===== config.mk =====
export PLATFORM = sky130hd
export DESIGN_NAME = dallanma_denetleyici
export DESIGN_NICKNAME = d
export VERILOG_FILES = /design/src/rtl/dallanma_denetleyici_pkg.sv /design/src/rtl/dallanma_denetleyici_sayaclari.sv /design/src/rtl/dallanma_denetleyici.sv
export SDC_FILE = /design/constraint.sdc
export NUM_CORES = 1
export LEC_CHECK = 0
export CORE_ASPECT_RATIO = 0.7
export CORE_MARGIN = 2
export CORE_UTILIZATION = 33
export CTS_CLUSTER_DIAMETER = 200
export DETAILED_ROUTE_END_ITERATION = 8
export DONT_BUFFER_PORTS = 1
export GPL_TIMING_DRIVEN = 1
export PLACE_DENSITY = 0.47
export SLEW_MARGIN = 10
export SYNTH_ARGS = -nofsm -noshare
export SYNTH_HDL_FRONTEND = slang
export SYNTH_HIERARCHICAL = 1
export SYNTH_SLANG_ARGS = --single-unit

===== constraint.sdc =====
create_clock -name clk_g -period 2.61 [get_ports clk_g]
set_clock_uncertainty 0.1 [all_clocks]
set_input_delay 0.522 -clock clk_g [delete_from_list [all_inputs] [get_ports clk_g]]
set_output_delay 0.522 -clock clk_g [all_outputs]
set_load 0.02 [all_outputs]

===== src/rtl/dallanma_denetleyici_pkg.sv =====
// Shared micro-op codes, FSM state encodings and op-class helpers for the branch-resolution controller.
package dallanma_denetleyici_pkg;

    localparam logic [7:0] MI_JAL  = 8'h01;
    localparam logic [7:0] MI_JALR = 8'h02;
    localparam logic [7:0] MI_BEQ  = 8'h10;
    localparam logic [7:0] MI_BNE  = 8'h11;
    localparam logic [7:0] MI_BLT  = 8'h12;
    localparam logic [7:0] MI_BGE  = 8'h13;
    localparam logic [7:0] MI_BLTU = 8'h14;
    localparam logic [7:0] MI_BGEU = 8'h15;
    localparam logic [7:0] MI_ADD  = 8'h20;

    localparam logic [1:0] BASLAT    = 2'd0;
    localparam logic [1:0] BOSTA     = 2'd1;
    localparam logic [1:0] YONLENDIR = 2'd2;

    function automatic logic dallanma_mi(input logic [7:0] kod);
        case (kod)
            MI_JAL, MI_JALR, MI_BEQ, MI_BNE,
            MI_BLT, MI_BGE, MI_BLTU, MI_BGEU: dallanma_mi = 1'b1;
            default:                          dallanma_mi = 1'b0;
        endcase
    endfunction

    function automatic logic kosulsuz_mu(input logic [7:0] kod);
        kosulsuz_mu = (kod == MI_JAL) || (kod == MI_JALR);
    endfunction

endpackage


===== src/rtl/dallanma_denetleyici_sayaclari.sv =====
// Wrap-around counters of accepted branches and mispredicts, present only with DALLANMA_SAYAC_EN.
module dallanma_sayaclari
    import dallanma_denetleyici_pkg::*;
(
    input  logic        clk_g,
    input  logic        rstn_g,
    input  logic        dallanma_darbe,
    input  logic        yanlis_darbe,
    output logic [31:0] sayac_dallanma_c,
    output logic [31:0] sayac_yanlis_c
);

    always_ff @(posedge clk_g or negedge rstn_g) begin
        if (!rstn_g) begin
            sayac_dallanma_c <= 32'd0;
            sayac_yanlis_c   <= 32'd0;
        end else begin
            if (dallanma_darbe) sayac_dallanma_c <= sayac_dallanma_c + 32'd1;
            if (yanlis_darbe)   sayac_yanlis_c   <= sayac_yanlis_c + 32'd1;
        end
    end

endmodule


===== src/rtl/dallanma_denetleyici.sv =====
// Branch-resolution controller: mispredict detection, flush/stall, PC redirect handshake, predictor training.
// Optional branch/mispredict counters are built when DALLANMA_SAYAC_EN is defined.
//
// state     | meaning
// BASLAT    | boot redirect to SIFIRLAMA_ADRESI outstanding, execute stalled
// BOSTA     | resolving branches from execute
// YONLENDIR | mispredict redirect outstanding, execute stalled, inputs are wrong-path
module dallanma_denetleyici
    import dallanma_denetleyici_pkg::*;
#(
    parameter logic [31:0] SIFIRLAMA_ADRESI = 32'h0000_0000
) (
    input  logic        clk_g,
    input  logic        rstn_g,
    input  logic        yurut_gecerli_g,
    input  logic [7:0]  islev_kodu_g,
    input  logic [31:0] ps_g,
    input  logic        dallanma_sonuc_g,
    input  logic [31:0] hedef_ps_g,
    input  logic        tahmin_atla_g,
    input  logic [31:0] tahmin_ps_g,
    input  logic        yonlendir_hazir_g,
    output logic        yonlendir_gecerli_c,
    output logic [31:0] yonlendir_ps_c,
    output logic        temizle_c,
    output logic        durdur_c,
    output logic        hizasiz_c,
    output logic [31:0] hata_ps_c,
    output logic        guncelle_c,
    output logic [31:0] guncelle_ps_c,
    output logic        guncelle_atla_c,
    output logic [31:0] guncelle_hedef_c
`ifdef DALLANMA_SAYAC_EN
    ,
    output logic [31:0] sayac_dallanma_c,
    output logic [31:0] sayac_yanlis_c
`endif
);

    logic [1:0]  durum;
    logic        kabul;
    logic        atla;
    logic [31:0] sonraki;
    logic        yanlis;
    logic        hizasiz;
    logic        el_sikisma;

    assign kabul      = (durum == BOSTA) && yurut_gecerli_g && dallanma_mi(islev_kodu_g);
    assign atla       = kosulsuz_mu(islev_kodu_g) | dallanma_sonuc_g;
    assign sonraki    = atla ? hedef_ps_g : (ps_g + 32'd4);
    assign yanlis     = (sonraki != tahmin_ps_g) || (atla != tahmin_atla_g);
    assign hizasiz    = atla && (hedef_ps_g[1:0] != 2'b00);
    assign el_sikisma = yonlendir_gecerli_c && yonlendir_hazir_g;

    always_ff @(posedge clk_g or negedge rstn_g) begin
        if (!rstn_g) begin
            durum               <= BASLAT;
            yonlendir_gecerli_c <= 1'b0;
            yonlendir_ps_c      <= SIFIRLAMA_ADRESI;
            temizle_c           <= 1'b0;
            durdur_c            <= 1'b0;
            hizasiz_c           <= 1'b0;
            hata_ps_c           <= 32'd0;
            guncelle_c          <= 1'b0;
            guncelle_ps_c       <= 32'd0;
            guncelle_atla_c     <= 1'b0;
            guncelle_hedef_c    <= 32'd0;
        end else begin
            temizle_c  <= 1'b0;
            hizasiz_c  <= 1'b0;
            guncelle_c <= 1'b0;
            case (durum)
                BASLAT: begin
                    // valid rises on the first clock after reset; the transfer needs it already high
                    if (el_sikisma) begin
                        yonlendir_gecerli_c <= 1'b0;
                        durdur_c            <= 1'b0;
                        durum               <= BOSTA;
                    end else begin
                        yonlendir_gecerli_c <= 1'b1;
                        yonlendir_ps_c      <= SIFIRLAMA_ADRESI;
                        durdur_c            <= 1'b1;
                    end
                end
                BOSTA: begin
                    if (kabul) begin
                        guncelle_c       <= 1'b1;
                        guncelle_ps_c    <= ps_g;
                        guncelle_atla_c  <= atla;
                        guncelle_hedef_c <= hedef_ps_g;
                        if (hizasiz) begin
                            hizasiz_c <= 1'b1;
                            hata_ps_c <= hedef_ps_g;
                        end else if (yanlis) begin
                            temizle_c           <= 1'b1;
                            yonlendir_gecerli_c <= 1'b1;
                            yonlendir_ps_c      <= sonraki;
                            durdur_c            <= 1'b1;
                            durum               <= YONLENDIR;
                        end
                    end
                end
                YONLENDIR: begin
                    if (el_sikisma) begin
                        yonlendir_gecerli_c <= 1'b0;
                        durdur_c            <= 1'b0;
                        durum               <= BOSTA;
                    end
                end
                default: begin
                    yonlendir_gecerli_c <= 1'b0;
                    durdur_c            <= 1'b0;
                    durum               <= BASLAT;
                end
            endcase
        end
    end

`ifdef DALLANMA_SAYAC_EN
    dallanma_sayaclari u_sayaclar (
        .clk_g            (clk_g),
        .rstn_g           (rstn_g),
        .dallanma_darbe   (guncelle_c),
        .yanlis_darbe     (temizle_c),
        .sayac_dallanma_c (sayac_dallanma_c),
        .sayac_yanlis_c   (sayac_yanlis_c)
    );
`endif

endmodule


==> results of run 1 <==
sequential cells by signal, indices dropped and copies added, names as in the netlist:
register	cells
durum	2
hizasiz_c	1
guncelle_ps_c	32
guncelle_atla_c	1
temizle_c	1
hata_ps_c	32
guncelle_c	1
yonlendir_ps_c	32
guncelle_hedef_c	32
durdur_c	1
area by class of cell:
class                           instances  share of cell area, %
Inverter                               28                  1.258
Clock inverter                         14                  2.083
Tap cell                              276                  3.859
Clock buffer                           18                  4.796
Timing Repair Buffer                  103                  10.08
Sequential cell                       135                  37.75
Multi-Input combinational cell        437                  40.17
cells in the mapped netlist, drive strengths merged (5+ instances only):
library cell	number	area [um^2]
clkbuf	26	97.59
nand4	11	81.32
a21oi	14	73.82
mux2i	6	60.06
inv	28	105.1
o22ai	6	37.54
nand2b	6	37.54
a22o	21	183.9
xnor2	27	236.5
o2bb2ai	11	96.34
nand3	17	85.08
nor4	12	75.07
o21ai	24	120.1
mux2	94	1059
and2	6	37.54
a31oi	7	43.79
or4	5	45.04
and3	5	31.28
xor2	22	192.7
buf	9	58.80
nor3	11	55.05
dfrtp	135	3378
nand2	41	153.9
nor2	29	108.9
through the flow:
step | power (mW) | cell area (um^2)
floorplan | 3.634 | 7136
detailed placement | 3.905 | 8040
global placement | 3.879 | 8040
CTS | 6.525 | 8737
finish | 6.484 | 8949
global route | 6.789 | 8949
worst reg2reg max path: cells and delay by family, from the launching register on:
kind,cells,cell delay (ns)
AOI/OAI and AO/OA,3,0.68
buffers and inverters,3,0.53
and+or+nand+nor,2,0.48
DFF,1,0.45
power breakdown:
group          switching (mW)  total (mW)  internal (mW)
logic                   0.318       0.793          0.475
registers               0.711        3.14           2.43
clock network            1.02        2.55           1.53
total                    2.05        6.48           4.44
repair_timing:
item / CTS / global route
gates resized for setup: 8 / 22
pin swaps: 3 / 6
endpoints found under the setup margin: 36 / 66
hold endpoints to repair: 135 / 135
setup buffers: 4 / 5
gates cloned: 1 / 2
per-layer routing:
| metal | share of wire [%] | wire, um | GRT usage (%) | vias to the layer above |
|---|---|---|---|---|
| met5 | 0 | 0 | 0 | - |
| met4 | 0.83 | 212 | 3.969 | 0 |
| met3 | 13 | 3407 | 10.25 | 21 |
| met2 | 43 | 11110 | 34.86 | 278 |
| met1 | 43 | 10900 | 30.62 | 2778 |
| li1 | - | - | - | 2518 |
worst max path at each step:
stage                              end  depth (start not counted)  slack (ns)       startpoint
finish              yonlendir_ps_c[20]                         11       -0.61  islev_kodu_g[7]
global route        yonlendir_ps_c[17]                         11       -0.74  islev_kodu_g[7]
detailed placement  yonlendir_ps_c[20]                         11       -1.15  islev_kodu_g[7]
CTS                 yonlendir_ps_c[16]                         11       -0.61  islev_kodu_g[7]
global placement    yonlendir_ps_c[20]                         11       -1.05  islev_kodu_g[7]
floorplan           yonlendir_ps_c[11]                         11       -0.78  islev_kodu_g[7]
cell families (layout without fill, tap and decap cells):
logic type,after synthesis,in the layout,synth area share (%)
flops,135,135,47.86
buf+inv,63,163,3.705
mux,100,100,15.85
xor+xnor,52,52,7.038
compound gates,124,124,13.38
simple gates,158,158,11.63
fa+ha+maj,3,3,0.5319
==> PnR_summary.wiki, run 1 <==
{| class="wikitable"
! Metric !! Value
|-
| Result of the run || finished with violations
|-
| Violations in the final reports || negative hold slack, negative setup slack
|-
| Cell count after synthesis || between 600 and 700
|-
| Ratio of final minimum period to clock period || 123.3%
|-
| Weighted congestion at the end of routability-driven global placement || between 0.9 and 1
|-
| Die footprint || around 23000 um^2
|-
| Achievable Freq || between 300 and 400 MHz
|-
| Max incr delay on CP || about 0.56 ns
|-
| Maximum number of pins on one net before global-route repair || between 100 and 150
|-
| Initial Utilization || between 30 and 40%
|-
| Commonest non-fill, non-tap cells in the layout || dfrtp_1 (135), mux2_2 (94), buf_4 (93)
|-
| Gr ovfl total || 0
|-
| Core Box Area || 20870 um^2
|-
| Global-route wire length before repair || 38280 um
|-
| Antenna violations before repair || 0
|-
| Worst path buffer plus inverter count || 2
|-
| Non-filler cells, final || between 1000 and 1500
|-
| Share of layout cells above drive strength 1 || between 30% and 40%
|-
| Slew Viols, Final || 0
|-
| Hold crit path type || in -> async
|-
| Insertion delay to the later sink of the worst-skew pair || around 0.42 ns
|-
| Post-synthesis instance area || ~7100 um^2
|-
| Register-to-register setup slack || 0.25 ns
|-
| Async S/R FF share, synth || between 90% and 100%
|-
| Count of fill cells added during filler insertion || approximately 2000
|-
| Die extent in y || 126.4 um
|-
| Crit Reg-Reg Startpoint || durum[1]
|-
| Largest driver fanout on the critical path || 21
|-
| Max Cap Viol || 0
|-
| Number of enable flip-flop cells after synthesis || 0
|-
| Worst path slowest cell || or4_4
|-
| TritonCTS clock tree || yes
|-
| Half-perimeter wire length after detailed placement || ~20000 um
|-
| Pre-Repair DR Iteration Count || 5
|-
| Number of setup violations in the final report || 36
|-
| Most common cell after layout, fill and taps aside || dfrtp_1
|-
| Routed Antenna Nets || 0
|-
| Antenna Cells || 0
|-
| Via count of the routed design || around 5600
|-
| Chip width || ~180 um
|-
| CTS root buffer || clkbuf_16
|-
| Fin. Hold Viols || around 140
|-
| Count of port buffers added during placement || 0
|-
| Row Count || 44
|-
| Crit Path Class || in -> reg
|-
| H-tree level count || 4
|-
| Number of global-route vias before repair || approximately 6000
|-
| Critical path's top delay family || compound AO/OA/AOI/OAI gates
|-
| Crit path required time || 2.81 ns
|-
| DRC marker count from the first detailed-route iteration || a little under 400
|-
| Mean post-synth cell area || ~11 um^2
|-
| Worst setup SP type || input pin
|-
| Via density per instance || 5.534
|-
| DR WL/cell || around 25 um
|-
| Post-synthesis net count || 748
|-
| GRT Util Overall || 22.97%
|-
| Logic depth of the worst register-to-register path || 8
|-
| Final period demand of the worst path || between 3 and 4 ns
|-
| # placed instances || 967
|-
| YS warnings || 6
|-
| Final hold slack || -0.3063 ns
|-
| Register clock-pin slew on the reported worst setup and hold paths || 0.06 ns
|-
| WP data arrival || 3.42 ns
|-
| Number of distinct library cell variants in the gate-level netlist after synthesis || 62
|-
| Setup_tns || -20.36 ns
|-
| Synth Flop Type || dfrtp_1
|-
| Worst setup slack after placement || -1.148 ns
|-
| Share of the core filled with cells || a little over two fifths
|-
| CTS Buffer Depth || 2
|-
| Final net count || approximately 840
|-
| Worst reg2reg path endpoint || yonlendir_ps_c[13]
|-
| Remaining design rule violation count || 0
|-
| Ratio of total power to cell area || between 700 and 800 nW/um^2
|-
| Post-synthesis register bit count || ~140
|-
| Top-level I/O count || 244
|-
| Leakage power figure || slightly above 4 nW
|-
| Portion of the post-synthesis area used by sequential elements || around 48%
|-
| RSZ-0062 raised after global routing || yes
|-
| Largest voltage drop on the vdd net || 367.9 uV
|-
| Worst setup margin || -0.6072 ns
|-
| Number of buffers added by the clock tree synthesis step || 17
|-
| Worst path cell trace || or4_4, o41a_1, and3_1, a221o_1, a2111o_1, nor4_4, o2111ai_4, buf_4, nand2_4, inv_8, a22o_1
|-
| Worst Tran Pin Value || between 0.4 and 0.5 ns
|-
| Slew headroom || 68.70%
|-
| Area growth from synthesis to layout || 26.79%
|-
| CTS Sinks || ~140
|-
| Routed wire length || approximately 26000 um
|-
| Critical path capture point type || flop
|-
| Sequential standard cell area || approximately 3400 um^2
|-
| Area used by multi-input combinational logic || between 3000 and 4000 um^2
|}
No activity file was read; power rests on OpenSTA's default activity.
==> run 2: changes to the inputs <==
--- a/config.mk
+++ b/config.mk
@@ -12,8 +12,8 @@
 export DETAILED_ROUTE_END_ITERATION = 8
 export DONT_BUFFER_PORTS = 1
 export GPL_TIMING_DRIVEN = 1
-export PLACE_DENSITY = 0.47
-export SLEW_MARGIN = 10
+export PLACE_DENSITY = 0.49
+export SLEW_MARGIN = 20
 export SYNTH_ARGS = -nofsm -noshare
 export SYNTH_HDL_FRONTEND = slang
 export SYNTH_HIERARCHICAL = 1
==> run 2 against run 1 <==
  * The flow still finishes with violations (negative hold slack, negative setup slack)
  * Via count up 1.9%
  * Largest power group unchanged
  * Register-to-register slack barely moved
  * Worst hold slack got worse by 0.010 ns
  * Combinational power up 9.6%
  * First-iteration DRC count up 4.8%
  * Flip-flop and latch count unchanged
  * Largest cell class unchanged
==> PnR_summary.wiki, run 2 (synthesized netlist as in run 1, its figures left out) <==
{| class="wikitable"
! Metric !! Value
|-
| Final hold slack || -0.3163 ns (-0.009977 ns)
|-
| Crit Path Class || in -> reg
|-
| Result of the run || finished with violations
|-
| Maximum number of pins on one net before global-route repair || 136 (unchanged)
|-
| Routed wire length || 26710 um (+4.2%)
|-
| Weighted congestion at the end of routability-driven global placement || 0.9007 (-1.6%)
|-
| Leakage power figure || 4.147 nW (+2.7%)
|-
| CTS root buffer || clkbuf_16
|-
| Top-level I/O count || 244 (unchanged)
|-
| # placed instances || 970 (+0.31%)
|-
| Critical path capture point type || flop
|-
| Number of setup violations in the final report || 57 (+58%)
|-
| Largest driver fanout on the critical path || 8 (-62%)
|-
| Routed Antenna Nets || 0 (unchanged)
|-
| Pre-Repair DR Iteration Count || 6 (+1)
|-
| Slew Viols, Final || 0 (unchanged)
|-
| Final period demand of the worst path || 3.298 ns (+0.08107 ns)
|-
| Largest voltage drop on the vdd net || 424.9 uV (+16%)
|-
| Achievable Freq || 303.2 MHz (-2.5%)
|-
| Clk network pwr share || 36.9% (-2.4 points)
|-
| Global-route wire length before repair || 37730 um (-1.4%)
|-
| Ratio of total power to cell area || 691.9 nW/um^2 (-4.5%)
|-
| Most Used Layer, Global Route || met2
|-
| CTS Sinks || 135 (unchanged)
|-
| Antenna Cells || 0 (unchanged)
|-
| Number of buffers added by the clock tree synthesis step || 17 (unchanged)
|-
| CTS Buffer Depth || 2 (unchanged)
|-
| Sequential standard cell area || 3378 um^2 (unchanged)
|-
| Violations in the final reports || negative hold slack, negative setup slack
|-
| GRT met2 Usage || 33.76% (-1.1 points)
|-
| Net Sw Frac || 32.46% (+0.92 points)
|-
| Die footprint || 22590 um^2 (unchanged)
|-
| Core Box Area || 20870 um^2 (unchanged)
|-
| Area growth from synthesis to layout || 30.44%
|-
| Met1 usage in global routing || 31.30% (+0.68 points)
|-
| DR WL/cell || 26.11 um (+3.0%)
|-
| Chip width || 178.8 um (unchanged)
|-
| Initial Utilization || 33.83% (unchanged)
|-
| Most common cell after layout, fill and taps aside || dfrtp_1
|-
| Slew headroom || 65.22% (-3.5 points)
|-
| Ratio of final minimum period to clock period || 126.4% (+3.1 points)
|-
| Final net count || 847 (+1.4%)
|-
| Antenna violations before repair || 0 (unchanged)
|-
| Share of layout cells above drive strength 1 || 36.14% (+0.63 points)
|-
| Max Cap Viol || 0 (unchanged)
|-
| Worst Tran Pin Value || 0.5086 ns (+0.03903 ns)
|-
| Commonest non-fill, non-tap cells in the layout || dfrtp_1 (135), buf_4 (95), mux2_2 (64)
|-
| GRT Util Overall || 22.80% (-0.17 points)
|-
| Fin. Hold Viols || 135 (unchanged)
|-
| Insertion delay to the later sink of the worst-skew pair || 0.42 ns (about the same)
|-
| Worst setup SP type || input pin
|-
| WP data arrival || 3.55 ns (+0.13 ns)
|-
| Share of total power in sequential cells || 49.4% (+1.0 points)
|-
| Logic depth of the worst register-to-register path || 8 (unchanged)
|-
| DRC marker count from the first detailed-route iteration || 417 (+4.8%)
|-
| Worst setup margin || -0.6882 ns (-0.08107 ns)
|-
| Register clock-pin slew on the reported worst setup and hold paths || 0.07 ns (about the same)
|-
| Area used by multi-input combinational logic || 3716 um^2 (+3.4%)
|-
| Count of fill cells added during filler insertion || 2014 (+0.099%)
|-
| Count of port buffers added during placement || 0 (unchanged)
|-
| Remaining design rule violation count || 0 (unchanged)
|-
| Crit path required time || 2.86 ns (+0.05 ns)
|-
| TritonCTS clock tree || yes
|-
| Gate power share || 13.6% (+1.4 points)
|-
| Non-filler cells, final || 1023 (+1.2%)
|-
| Row Count || 44 (unchanged)
|-
| Half-perimeter wire length after detailed placement || 19720 um (-1.6%)
|-
| Gr ovfl total || 0 (unchanged)
|-
| Post-layout power || 6.370 mW (-1.8%)
|-
| H-tree level count || 4 (unchanged)
|-
| Met3 routing resource usage after global routing || 9.472% (-0.78 points)
|-
| Die extent in y || 126.4 um (unchanged)
|-
| RSZ-0062 raised after global routing || yes
|-
| Number of global-route vias before repair || 5844 (-2.0%)
|-
| Hold crit path type || in -> async
|-
| Via count of the routed design || 5704 (+1.9%)
|-
| Internal power of the cells || 4.302 mW (-3.1%)
|-
| Via density per instance || 5.576 (+0.75%)
|-
| Power spent charging and discharging nets || 2.068 mW (+1.1%)
|}
[run 2: changes by cell type in the layout (fill, tap and decap cells not counted), moves of 2 or more]
cell        previous run  this run
mux2_2                94        64
mux2_4                 0        30
buf_6                  1         6
o2bb2ai_2              7         4
buf_4                 93        95
bufinv_16              3         1
clkbuf_16             19        21
clkinv_4               2         0
clkinvlp_4             1         3
mux2i_2                2         0
mux2i_4                0         2
nor4_1                 8        10
nor4_2                 3         1
o2bb2ai_1              4         6
[run 2: area by class of cell]
class | count | share of cell area [%]
Multi-Input combinational cell | 437 | 40.36
Clock inverter | 14 | 1.495
Clock buffer | 18 | 4.662
Inverter | 28 | 1.223
Sequential cell | 135 | 36.69
Timing Repair Buffer | 114 | 11.63
Tap cell | 276 | 3.751
Timing Repair inverter | 1 | 0.1767
[run 2: through the flow]
| stage | util, % | setup WS (ns) | cell area (um^2) | TNS [ns] |
|---|---|---|---|---|
| finish | 44.12 | -0.6882 | 9206 | -24.26 |
| global route | 44.12 | -0.7763 | 9206 | -28.70 |
| CTS | 42.25 | -0.6967 | 8816 | -27.35 |
| detailed placement | 38.58 | -1.262 | 8050 | -64.32 |
| global placement | 38.58 | -1.148 | 8050 | -56.40 |
| floorplan | - | -0.7791 | 7136 | -59.72 |
[run 2: timing repair]
| action | in CTS | in global routing |
|---|---|---|
| setup endpoints to repair | 66 | 66 |
| buffers inserted | 7 | 6 |
| resized for setup | 22 | 51 |
| gates cloned | 3 | 5 |
| pin swaps | 6 | 23 |
| hold endpoints to repair | 135 | 135 |
[run 2: worst max-delay path, stage by stage]
cell and delay [ns]:
or4_4 0.55, o41a_1 0.52, and3_1 0.20, a221o_1 0.25
a2111o_1 0.41, nor4_4 0.18, o2111ai_2 0.21, a21oi_2 0.24
buf_6 0.15, clkbuf_16 0.16, a22o_1 0.13
[run 2: worst paths after layout]
kind	startpoint	endpoint	slack (ns)
max	islev_kodu_g[3]	yonlendir_ps_c[7]	-0.69
min	rstn_g	guncelle_hedef_c[23]	-0.32
max reg2reg	durum[1]	yonlendir_ps_c[25]	0.25
min reg2reg	durum[0]	durum[0]	0.44
max in group asynchronous	rstn_g	yonlendir_ps_c[0]	2.52
min in group clk_g	hedef_ps_g[26]	hata_ps_c[26]	0.14
[run 2: power by group through the flow]
stage | Sequential [mW] | Clock (mW) | Combinational [mW]
2_1_floorplan | 3.06 | 0 | 0.569
3_3_place_gp | 3.17 | 0 | 0.709
3_5_place_dp | 3.18 | 0 | 0.733
4_1_cts | 3.15 | 2.42 | 0.778
5_1_grt | 3.19 | 2.53 | 0.941
6_report | 3.15 | 2.35 | 0.869
[run 2: per-layer routing]
layer	vias up	part of all wire [%]
li1	2538	-
met1	2844	44
met2	305	43
met3	17	12
met4	0	0.90
met5	-	0
